<file path="config.mk">
export PLATFORM = sky130hd
export DESIGN_NAME = skip_step_counter_flat
export DESIGN_NICKNAME = d
export VERILOG_FILES = /design/src/rtl/skip_step_counter_if.sv /design/src/rtl/skip_step_counter.sv /design/src/flat_wrapper.sv
export SDC_FILE = /design/constraint.sdc
export NUM_CORES = 1
export LEC_CHECK = 0
export ABC_CLOCK_PERIOD_IN_PS = 4900
export CAP_MARGIN = 20
export CELL_PAD_IN_SITES_DETAIL_PLACEMENT = 1
export CELL_PAD_IN_SITES_GLOBAL_PLACEMENT = 1
export CORE_ASPECT_RATIO = 0.6
export CORE_MARGIN = 4
export CORE_UTILIZATION = 36
export DETAILED_ROUTE_END_ITERATION = 12
export PLACE_DENSITY = 0.8
export SYNTH_ARGS = -nofsm -noshare
export SYNTH_HDL_FRONTEND = slang
export SYNTH_SLANG_ARGS = --single-unit
</file>
<file path="constraint.sdc">
create_clock -name clock -period 4.9 [get_ports clock]
set_input_delay 0.98 -clock clock [delete_from_list [all_inputs] [get_ports clock]]
set_output_delay 0.98 -clock clock [all_outputs]
set_load 0.03 [all_outputs]
</file>
<file path="src/rtl/skip_step_counter_if.sv">
// Control/status bundle for skip_step_counter: the master drives controls,
// and the counter (slave) returns its registered value and status pulses.
interface skip_step_counter_if #(
  parameter int unsigned WIDTH = 7
);
  logic             enable;
  logic             up_down;
  logic             oneshot;
  logic             skip_en;
  logic             load;
  logic [WIDTH-1:0] load_value;
  logic [WIDTH-1:0] data;
  logic             wrap;
  logic             skipped;
  logic             done;

  modport master (
    output enable, up_down, oneshot, skip_en, load, load_value,
    input  data, wrap, skipped, done
  );

  modport slave (
    input  enable, up_down, oneshot, skip_en, load, load_value,
    output data, wrap, skipped, done
  );
endinterface

</file>
<file path="src/rtl/skip_step_counter.sv">
// Parametrised up/down step counter that never lands on SKIP_VAL, with
// parallel load, one-shot stop at the modulus boundary and status pulses.
module skip_step_counter #(
  parameter int unsigned      WIDTH    = 7,
  parameter logic [WIDTH-1:0] STEP     = WIDTH'(2),
  parameter logic [WIDTH-1:0] SKIP_VAL = WIDTH'(7),
  parameter logic [WIDTH-1:0] INIT_VAL = '1
) (
  input logic                clock,
  input logic                reset,
  skip_step_counter_if.slave bus
);

  typedef enum logic {S_RUN = 1'b0, S_DONE = 1'b1} state_t;

  state_t           state_q, state_d;
  logic [WIDTH-1:0] data_q, data_d;
  logic             wrap_q, wrap_d;
  logic             skipped_q, skipped_d;

  logic [WIDTH:0]   sum1, sum2;
  logic [WIDTH-1:0] n1, n2;
  logic             hit, wrap_cond;

  // Two-step move; bit WIDTH of each sum is the carry (up) or borrow (down).
  always_comb begin
    if (bus.up_down) sum1 = {1'b0, data_q} + {1'b0, STEP};
    else             sum1 = {1'b0, data_q} - {1'b0, STEP};
    n1  = sum1[WIDTH-1:0];
    hit = bus.skip_en && (n1 == SKIP_VAL);
    if (bus.up_down) sum2 = {1'b0, n1} + {1'b0, STEP};
    else             sum2 = {1'b0, n1} - {1'b0, STEP};
    // The second result is deliberately not re-checked against SKIP_VAL.
    n2        = hit ? sum2[WIDTH-1:0] : n1;
    wrap_cond = sum1[WIDTH] | (hit & sum2[WIDTH]);
  end

  // State register
  always_ff @(posedge clock) begin
    if (!reset) state_q <= S_RUN;
    else        state_q <= state_d;
  end

  // Next-state logic: DONE is left only by load (or reset).
  always_comb begin
    state_d = state_q;
    if (bus.load)
      state_d = S_RUN;
    else if (state_q == S_RUN && bus.enable && bus.oneshot && wrap_cond)
      state_d = S_DONE;
  end

  // Output logic: next values for the registered outputs.
  always_comb begin
    data_d    = data_q;
    wrap_d    = 1'b0;
    skipped_d = 1'b0;
    if (bus.load) begin
      data_d = bus.load_value;
    end else if (state_q == S_RUN && bus.enable) begin
      if (bus.oneshot && wrap_cond) begin
        wrap_d = 1'b1;
      end else begin
        data_d    = n2;
        wrap_d    = wrap_cond;
        skipped_d = hit;
      end
    end
  end

  always_ff @(posedge clock) begin
    if (!reset) begin
      data_q    <= INIT_VAL;
      wrap_q    <= 1'b0;
      skipped_q <= 1'b0;
    end else begin
      data_q    <= data_d;
      wrap_q    <= wrap_d;
      skipped_q <= skipped_d;
    end
  end

  assign bus.data    = data_q;
  assign bus.wrap    = wrap_q;
  assign bus.skipped = skipped_q;
  assign bus.done    = (state_q == S_DONE);

endmodule

</file>
<file path="src/flat_wrapper.sv">
// flat-port wrapper written by rule: the top's interface ports become plain ports
module skip_step_counter_flat 
#(
  parameter int unsigned      WIDTH    = 7,
  parameter logic [WIDTH-1:0] STEP     = WIDTH'(2),
  parameter logic [WIDTH-1:0] SKIP_VAL = WIDTH'(7),
  parameter logic [WIDTH-1:0] INIT_VAL = '1
)
  (clock, reset, bus_enable, bus_up_down, bus_oneshot, bus_skip_en, bus_load, bus_load_value, bus_data, bus_wrap, bus_skipped, bus_done);
  skip_step_counter_if #(.WIDTH(WIDTH)) bus_i ();
  input logic clock;
  input logic reset;
  input wire logic [$bits(bus_i.enable)-1:0] bus_enable;
  input wire logic [$bits(bus_i.up_down)-1:0] bus_up_down;
  input wire logic [$bits(bus_i.oneshot)-1:0] bus_oneshot;
  input wire logic [$bits(bus_i.skip_en)-1:0] bus_skip_en;
  input wire logic [$bits(bus_i.load)-1:0] bus_load;
  input wire logic [$bits(bus_i.load_value)-1:0] bus_load_value;
  output wire logic [$bits(bus_i.data)-1:0] bus_data;
  output wire logic [$bits(bus_i.wrap)-1:0] bus_wrap;
  output wire logic [$bits(bus_i.skipped)-1:0] bus_skipped;
  output wire logic [$bits(bus_i.done)-1:0] bus_done;
  assign bus_i.enable = bus_enable;
  assign bus_i.up_down = bus_up_down;
  assign bus_i.oneshot = bus_oneshot;
  assign bus_i.skip_en = bus_skip_en;
  assign bus_i.load = bus_load;
  assign bus_i.load_value = bus_load_value;
  assign bus_data = bus_i.data;
  assign bus_wrap = bus_i.wrap;
  assign bus_skipped = bus_i.skipped;
  assign bus_done = bus_i.done;
  skip_step_counter #(.WIDTH(WIDTH), .STEP(STEP), .SKIP_VAL(SKIP_VAL), .INIT_VAL(INIT_VAL)) u_core (.clock(clock), .reset(reset), .bus(bus_i));
endmodule
</file>
# After elaboration in Yosys (flattened, before gate mapping)
# Cells that the tools add are included.
[classes]
n_bitwise = 5
n_reduce_logical = 10
addsub = 4
shift = 0
order_cmp = 0
n_eq_ne = 2
muxes = 7
multipliers = 0
div_mod_pow = 0
[op_table]
columns = ["op", "count"]
rows = [
  ["two-way mux 7 bit", 4],
  ["adder 7 x 2 -> 8 bit (second input constant)", 2],
  ["two-way mux 8 bit", 2],
  ["subtractor 7 x 2 -> 8 bit (second input constant)", 2],
  ["equality test 7 x 3 -> 1 bit (second input constant)", 1],
  ["logical AND 1 bit", 5],
  ["OR reduction 4 bit", 1],
  ["inverter 1 bit", 3],
  ["OR reduction 3 bit", 1],
  ["!= test 2 bit (second input constant)", 1],
  ["AND reduction 2 bit", 1],
  ["nonzero test 2 bit", 1],
  ["OR reduction 2 bit", 1],
  ["AND 1 bit", 1],
  ["two-way mux 1 bit", 1],
  ["OR 1 bit", 1],
]
[word_totals]
n_memories = 0
ramBits = 0
register_bits = 10
input_bits = 14
latch_bits = 0
mem_bits_ro = 0

# Depth between registers and ports, before layout
# Gate-level depths: netlist of run 1.
[logic_depth]
ltp_word = 10
mapped_depth = 12

# Worst setup path after synthesis of run 1
# OpenSTA, ideal clock, no wires.
[synth_path]
path_kind = "input to register"
from = "input bus_up_down"
to = "register u_core.data_q[3] (netlist: u_core.bus.data[3])"
required_time_ns = 4.763
setup_slack_ns = 0.769
stages = 11
t_arrival_ns = 3.994
cell_sequence = "inv_1 > ha_1 > a211o_1 > and3_4 > o311ai_4 > ha_1 > nor2b_1 > mux2_2 > or4_4 > a21oi_1 > o311ai_1"
[synth_via]
elab_chain_cells = 8
word_cells_on_any_way = 15
[synth_rtl]
columns = ["item", "line", "source"]
rows = [
  ["start, declared", "flat_wrapper.sv:14", "input wire logic [$bits(bus_i.up_down)-1:0] bus_up_down;"],
  ["two-way mux 8 bit", "skip_step_counter.sv:27", "if (bus.up_down) sum1 = {1'b0, data_q} + {1'b0, STEP};"],
  ["subtractor 7 x 2 -> 8 bit, or another cell as far along", "skip_step_counter.sv:32", "else sum2 = {1'b0, n1} - {1'b0, STEP};"],
  ["two-way mux 8 bit / logical AND 1 bit (equally long branches)", "skip_step_counter.sv:31, skip_step_counter.sv:30", ""],
  ["AND 1 bit", "skip_step_counter.sv:35", "wrap_cond = sum1[WIDTH] | (hit & sum2[WIDTH]);"],
  ["OR 1 bit", "skip_step_counter.sv:35", ""],
  ["logical AND 1 bit", "skip_step_counter.sv:61", "if (bus.oneshot && wrap_cond) begin"],
  ["!= test 2 bit (no line)", "-", ""],
  ["AND reduction 2 bit (no line)", "-", ""],
  ["end signal, assigned", "skip_step_counter.sv:77", "data_q <= data_d;"],
  ["end, declared", "skip_step_counter.sv:17", "logic [WIDTH-1:0] data_q, data_d;"],
]
# Several ways; a longest one is shown, not always the timed one. The select of a mux whose other input is x is not followed.
# A chain may end at the register's enable or synchronous reset.

# Worst setup path in the final report of run 1
[layout_path]
from = "input bus_up_down"
to = "register u_core.data_q[5] (netlist: u_core.bus.data[5])"
# The elaborated chain is that of the path after synthesis.

==> impl_metrics.env, run 1 <==
export IMPL_status="complete, no violations"
export IMPL_htreeDepth=1
export IMPL_io_buffers=23
export IMPL_finalSetupTns_ns=0
export IMPL_avgSynthCellArea_um2=8.24
export IMPL_synth_commonest_cells="nor2_1 (13), dfxtp_1 (10), a21oi_1 (9), ha_1 (9), nand2_1 (9)"
export IMPL_crit_top_cell="a21oi_1"
export IMPL_dp_hpwl_um=2950
export IMPL_path_clk_slew_ns=0.04
export IMPL_timing_hold_ws_ns=0.472
export IMPL_drtAntennaViolNets=0
export IMPL_drt_wl_total_um=3570
export IMPL_worst_slew_pin_slew_ns=0.716
export IMPL_clk_path_buf_depth=2
export IMPL_fmax_mhz=221
export IMPL_p_leak_nw=0.562
export IMPL_core_region_area_um2=2660
export IMPL_ys_ff_latch=10
export IMPL_clkLatencyLatePin_ns=0.24
export IMPL_diodes=0
export IMPL_cp_required_ns=4.99
export IMPL_die_h_um=50.1
export IMPL_hold_class="flop to flop"
export IMPL_cts_tree="built"
export IMPL_critical_path_max_fanout=7
export IMPL_clock_root_buffer="clkbuf_8"
export IMPL_drc=0
export IMPL_maxSlewViolCount=0
export IMPL_rsz0062_at_grt="no"
export IMPL_crit_slowest_cell="or4_4"
export IMPL_synth_area_leaders="dfxtp_1 (19%), ha_1 (11%), nor2_1 (4.6%), a21oi_1 (4.2%), o311ai_1 (4.1%)"
export IMPL_drv_cap=0
export IMPL_period_minus_slack_ns=4.53
export IMPL_ys_seq_area_frac=0.188
export IMPL_finalHoldViolations=0
export IMPL_drtIter0Drc=44
export IMPL_final_net_count=184
export IMPL_netlist_instances=129
export IMPL_drt_vias_per_instance=5.94
export IMPL_cp_arrival_ns=4.62
export IMPL_multiInputGateArea_um2=837
export IMPL_cts_sinks=10
export IMPL_crit_family="compound AO/OA/AOI/OAI gates"
export IMPL_synthesis_area_um2=1060
export IMPL_cts_made_buffers=3
export IMPL_ys_async_sr_fraction=0
export IMPL_skew_ns=0.00764
export IMPL_slowest_delay_ns=0.52
export IMPL_drive_gt1_frac=0.126
export IMPL_dieArea_um2=3920
export IMPL_slew_headroom=0.522
export IMPL_drtPass1Iterations=4
export IMPL_finalPower_uw=423
export IMPL_crit_chain="clkdlybuf4s50_1 > inv_1 > ha_1 > a211o_1 > a21oi_1 > nor2_1 > ha_1 > a21oi_1 > o22ai_1 > mux2_2 > or4_4 > a21oi_1 > o311ai_1"
export IMPL_antenna_found_initial=0
export IMPL_worstSetupStartpointType="input port"
export IMPL_period_share=0.924
export IMPL_grt_usage=0.193
export IMPL_final_seq_area_um2=200
export IMPL_power_density_nw_per_um2=297
export IMPL_yosysMostFrequentCell="nor2_1"
export IMPL_synth_top_area_frac=0.188
export IMPL_synth_top_area_cell="dfxtp_1"
export IMPL_gpl_final_weighted_congestion=0.819
export IMPL_routedWlPerCell_um=17.9
export IMPL_holdBufCountCts=0
export IMPL_path_depth=13
export IMPL_ys_flop_type="dfxtp_1"
export IMPL_start_util=0.399
export IMPL_setup_viol=0
export IMPL_dp_slack_ns=0.184
export IMPL_synth_edf_count=0
export IMPL_grt_max_degree=15
export IMPL_synthesis_nets=153
export IMPL_layout_setup_ws_ns=0.374
export IMPL_ir_drop_mv=0.148
export IMPL_cts_resized=0
export IMPL_whs_path_depth=1
export IMPL_worstSetupEndpointType="flop"
export IMPL_fillCellCount=333
export IMPL_vias=1182
export IMPL_r2r_cells=11
export IMPL_die_w_um=78.2
export IMPL_setup_worst_path_class="input port to flop"
export IMPL_grt_pass1_vias=1190
export IMPL_cts_setup_buffers=0
export IMPL_syn_to_final_growth_pct=34.0
export IMPL_synth_cell_types=47
export IMPL_grt_overflow_total=0
export IMPL_yosysWarnings=0
export IMPL_cp_buffers_inverters=2
export IMPL_grt_pass1_wl_um=6000
export IMPL_rows=14
export IMPL_ioPinCount=24
state kept, by name (all words and copies together), names as in the netlist:
name                cells
u_core.bus.data         7
u_core.bus.done         1
u_core.bus.skipped      1
u_core.bus.wrap         1
worst register-to-register path: cells and delay by family (launching register included):
family / cells / cell delay (ns)
mux: 1 / 0.41
compound gates: 6 / 1.27
flops: 1 / 0.44
simple gates: 2 / 0.64
fa+ha+maj: 2 / 0.67
final timing paths:
| kind | start | endpoint | slack (ns) |
|---|---|---|---|
| worst max-delay path | bus_up_down | u_core.bus.data[5] | 0.37 |
| worst min-delay path | u_core.bus.done | u_core.bus.wrap | 0.47 |
| worst min register to register | u_core.bus.done | u_core.bus.wrap | 0.47 |
| worst max register to register | u_core.bus.data[2] | u_core.bus.data[5] | 1.32 |
report_power, final:
part	leakage [nW]	total (mW)	internal [mW]	switching (mW)
logic	0.450	0.226	0.0946	0.131
registers	0.0827	0.0952	0.0875	0.00760
clock network	0.0288	0.102	0.0706	0.0318
total	0.562	0.423	0.253	0.170
cell usage in the layout (no fill, tap or decap), drive strengths merged, types with 2 or more instances in the layout:
master and n:
a21oi 9, and3 2, and3b 2, buf 4, clkbuf 4, clkdlybuf4s50 23
dfxtp 10, ha 9, inv 6, mux2 2, nand2 9, nand2b 3
nand3 3, nor2 13, nor2b 4, nor3 5, nor4 7, o211a 2
o21ai 6, o22ai 3, o311ai 7, o31a 2, or2 3, xor2 2
routing by layer:
metal,vias up,global-route usage,share of wire
li1,569,-,-
met1,580,0.258,0.48
met2,31,0.318,0.47
met3,2,0.0509,0.043
met4,0,0.0349,0.0059
met5,-,0,0
metrics by stage:
stage / cells / cell area [um^2] / util
after floorplan: 129 / 1060 / -
after global placement: 195 / 1370 / 0.515
after detailed placement: 195 / 1370 / 0.515
after CTS: 199 / 1430 / 0.535
after global routing: 199 / 1430 / 0.535
final: 199 / 1430 / 0.535
logic make-up after synthesis:
family | after synthesis | share of synthesized area
and+or+nand+nor | 57 | 0.312
xor gates and xnor gates | 2 | 0.0165
muxes | 3 | 0.0306
adders and majority gates | 10 | 0.125
AOI/OAI and AO/OA | 40 | 0.304
DFF | 10 | 0.188
buffers and inverters | 7 | 0.0247
final cells by class:
class                   instances  area share
clock buffers                   4      0.0386
inverters                       6      0.0158
multi-input cells             112       0.587
flip-flops and latches         10       0.140
well taps                      40      0.0351
repair buffers                 27       0.183
No activity file was read; power rests on OpenSTA's default activity.
==> run 2, diff against run 1 <==
--- a/config.mk
+++ b/config.mk
@@ -14,6 +14,8 @@
 export CORE_UTILIZATION = 36
 export DETAILED_ROUTE_END_ITERATION = 12
 export PLACE_DENSITY = 0.8
+export RECOVER_POWER = 50
 export SYNTH_ARGS = -nofsm -noshare
 export SYNTH_HDL_FRONTEND = slang
 export SYNTH_SLANG_ARGS = --single-unit
+export TNS_END_PERCENT = 1
==> run 2 against run 1 <==
Flip-flop and latch count stayed put. Die area is the same. First-iteration DRC count is 6.8% higher. Clock skew barely moved. Hold slack worse by 0.0060 ns. Count of clock-buffer cells in the layout stayed put. Largest cell class unchanged. Final cell count unchanged. Sequential power down 0.4%. Combinational power is essentially flat. Power down 0.57%. Routed wire length is 0.22% lower.
==> impl_metrics.env, run 2 (synthesis results as in run 1) <==
export IMPL_worstSetupEndpointType="flop"
export IMPL_hold_class="flop to flop"
export IMPL_clkLatencyLatePin_ns=0.24
export IMPL_layout_common_cells="nor2_1 (13), clkdlybuf4s50_1 (13), dlygate4sd3_1 (10), dfxtp_1 (10)"
export IMPL_cp_arrival_ns=4.62
export IMPL_cts_setup_buffers=0
export IMPL_met1Wirelength_um=1720
export IMPL_switchingPower_uw=170
export IMPL_dr_wl_met3_um=153
export IMPL_power_density_nw_per_um2=295
export IMPL_status="complete, no violations"
export IMPL_r2r_cells=11
export IMPL_routedWlPerCell_um=17.9
export IMPL_period_share=0.923
export IMPL_core_region_area_um2=2660
export IMPL_cts_made_buffers=3
export IMPL_routed_wl_met2_um=1660
export IMPL_antenna_found_initial=0
export IMPL_worstSetupStartpointType="input port"
export IMPL_worst_slew_pin_slew_ns=0.714
export IMPL_drtIter0Drc=47
export IMPL_whs_path_depth=1
export IMPL_holdBufCountCts=0
export IMPL_largest_reg_flops=7
export IMPL_grt_pass1_vias=1190
export IMPL_cts_sinks=10
export IMPL_rows=14
export IMPL_p_leak_nw=0.562
export IMPL_drtPass1Iterations=4
export IMPL_clk_path_buf_depth=2
export IMPL_p_comb_frac=0.531
export IMPL_grt_pass1_wl_um=6000
export IMPL_gpl_final_weighted_congestion=0.819
export IMPL_htreeDepth=1
export IMPL_setup_worst_path_class="input port to flop"
export IMPL_dp_hpwl_um=2950
export IMPL_start_util=0.399
export IMPL_final_util=0.535
export IMPL_die_h_um=50.1
export IMPL_finalHoldViolations=0
export IMPL_dieArea_um2=3920
export IMPL_sw_frac_of_total=0.404
export IMPL_slew_headroom=0.523
export IMPL_clock_power_share=0.243
export IMPL_die_w_um=78.2
export IMPL_drc=0
export IMPL_drv_cap=0
export IMPL_cp_required_ns=5.00
export IMPL_drt_wl_total_um=3560
export IMPL_drive_gt1_frac=0.126
export IMPL_clock_root_buffer="clkbuf_8"
export IMPL_drtAntennaViolNets=0
export IMPL_grt_overflow_total=0
export IMPL_grt_usage=0.193
export IMPL_rsz0062_at_grt="no"
export IMPL_cts_resized=0
export IMPL_timing_hold_ws_ns=0.466
export IMPL_topRoutingLayerUsed="met4"
export IMPL_cts_tree="built"
export IMPL_grt_max_degree=15
export IMPL_period_minus_slack_ns=4.52
export IMPL_skew_ns=0.00758
export IMPL_maxSlewViolCount=0
export IMPL_critical_path_max_fanout=7
export IMPL_drt_vias_per_instance=5.92
export IMPL_finalSetupTns_ns=0
export IMPL_final_net_count=184
export IMPL_ioPinCount=24
export IMPL_fmax_mhz=221
export IMPL_vias=1179
export IMPL_setup_viol=0
export IMPL_ir_drop_mv=0.147
export IMPL_r2r_slack_ns=1.33
export IMPL_diodes=0
export IMPL_p_int_uw=251
export IMPL_seqPwrFrac=0.225
export IMPL_syn_to_final_growth_pct=34.0
export IMPL_io_buffers=23
export IMPL_path_clk_slew_ns=0.05
run 2: cell types whose count changed in the layout (fill, tap and decap cells not counted), sizes merged:
cell	change
clkdlybuf4s50	-10
dlygate4sd3	+10
run 2: worst paths after layout:
check	endpoint	start
max reg2reg	u_core.bus.data[3]	u_core.bus.data[2]
max	u_core.bus.data[3]	bus_up_down
min reg2reg	u_core.bus.wrap	u_core.bus.done
min	u_core.bus.wrap	u_core.bus.done
run 2: area by class of cell:
type                            instances  area (um^2)
Fill cell                             333         1240
Multi-Input combinational cell        112          837
Timing Repair Buffer                   27          260
Sequential cell                        10          200
Clock buffer                            4         55.1
Tap cell                               40         50.0
Inverter                                6         22.5
run 2: stage by stage:
stage / area [um^2] / std cells / worst slack (ns) / power (mW)
after floorplan: 1060 / 129 / 0.769 / 0.246
after global placement: 1370 / 195 / 0.241 / 0.308
after detailed placement: 1370 / 195 / 0.184 / 0.318
after CTS: 1430 / 199 / 0.416 / 0.424
after global routing: 1430 / 199 / 0.192 / 0.452
final: 1430 / 199 / 0.375 / 0.421
run 2: routing by layer:
layer  vias to the layer above  GRT usage
met3                         2     0.0509
met1                       578      0.258
li1                        566          -
met5                         -          0
met4                         0     0.0349
met2                        33      0.318
run 2: power by group through the flow:
stage,Clock (mW),Combinational (mW),Sequential (mW)
4_1_cts,0.106,0.223,0.0951
5_1_grt,0.113,0.243,0.0960
3_3_place_gp,0,0.211,0.0966
2_1_floorplan,0,0.140,0.106
6_report,0.102,0.223,0.0948
3_5_place_dp,0,0.221,0.0966
run 2: worst max-delay path, cell delays in order:
cell,delay (ns)
clkdlybuf4s50_1,0.47
inv_1,0.13
ha_1,0.32
a211o_1,0.35
a21oi_1,0.24
nor2_1,0.11
ha_1,0.38
a21oi_1,0.13
o22ai_1,0.29
mux2_2,0.41
or4_4,0.52
a21oi_1,0.18
o311ai_1,0.10
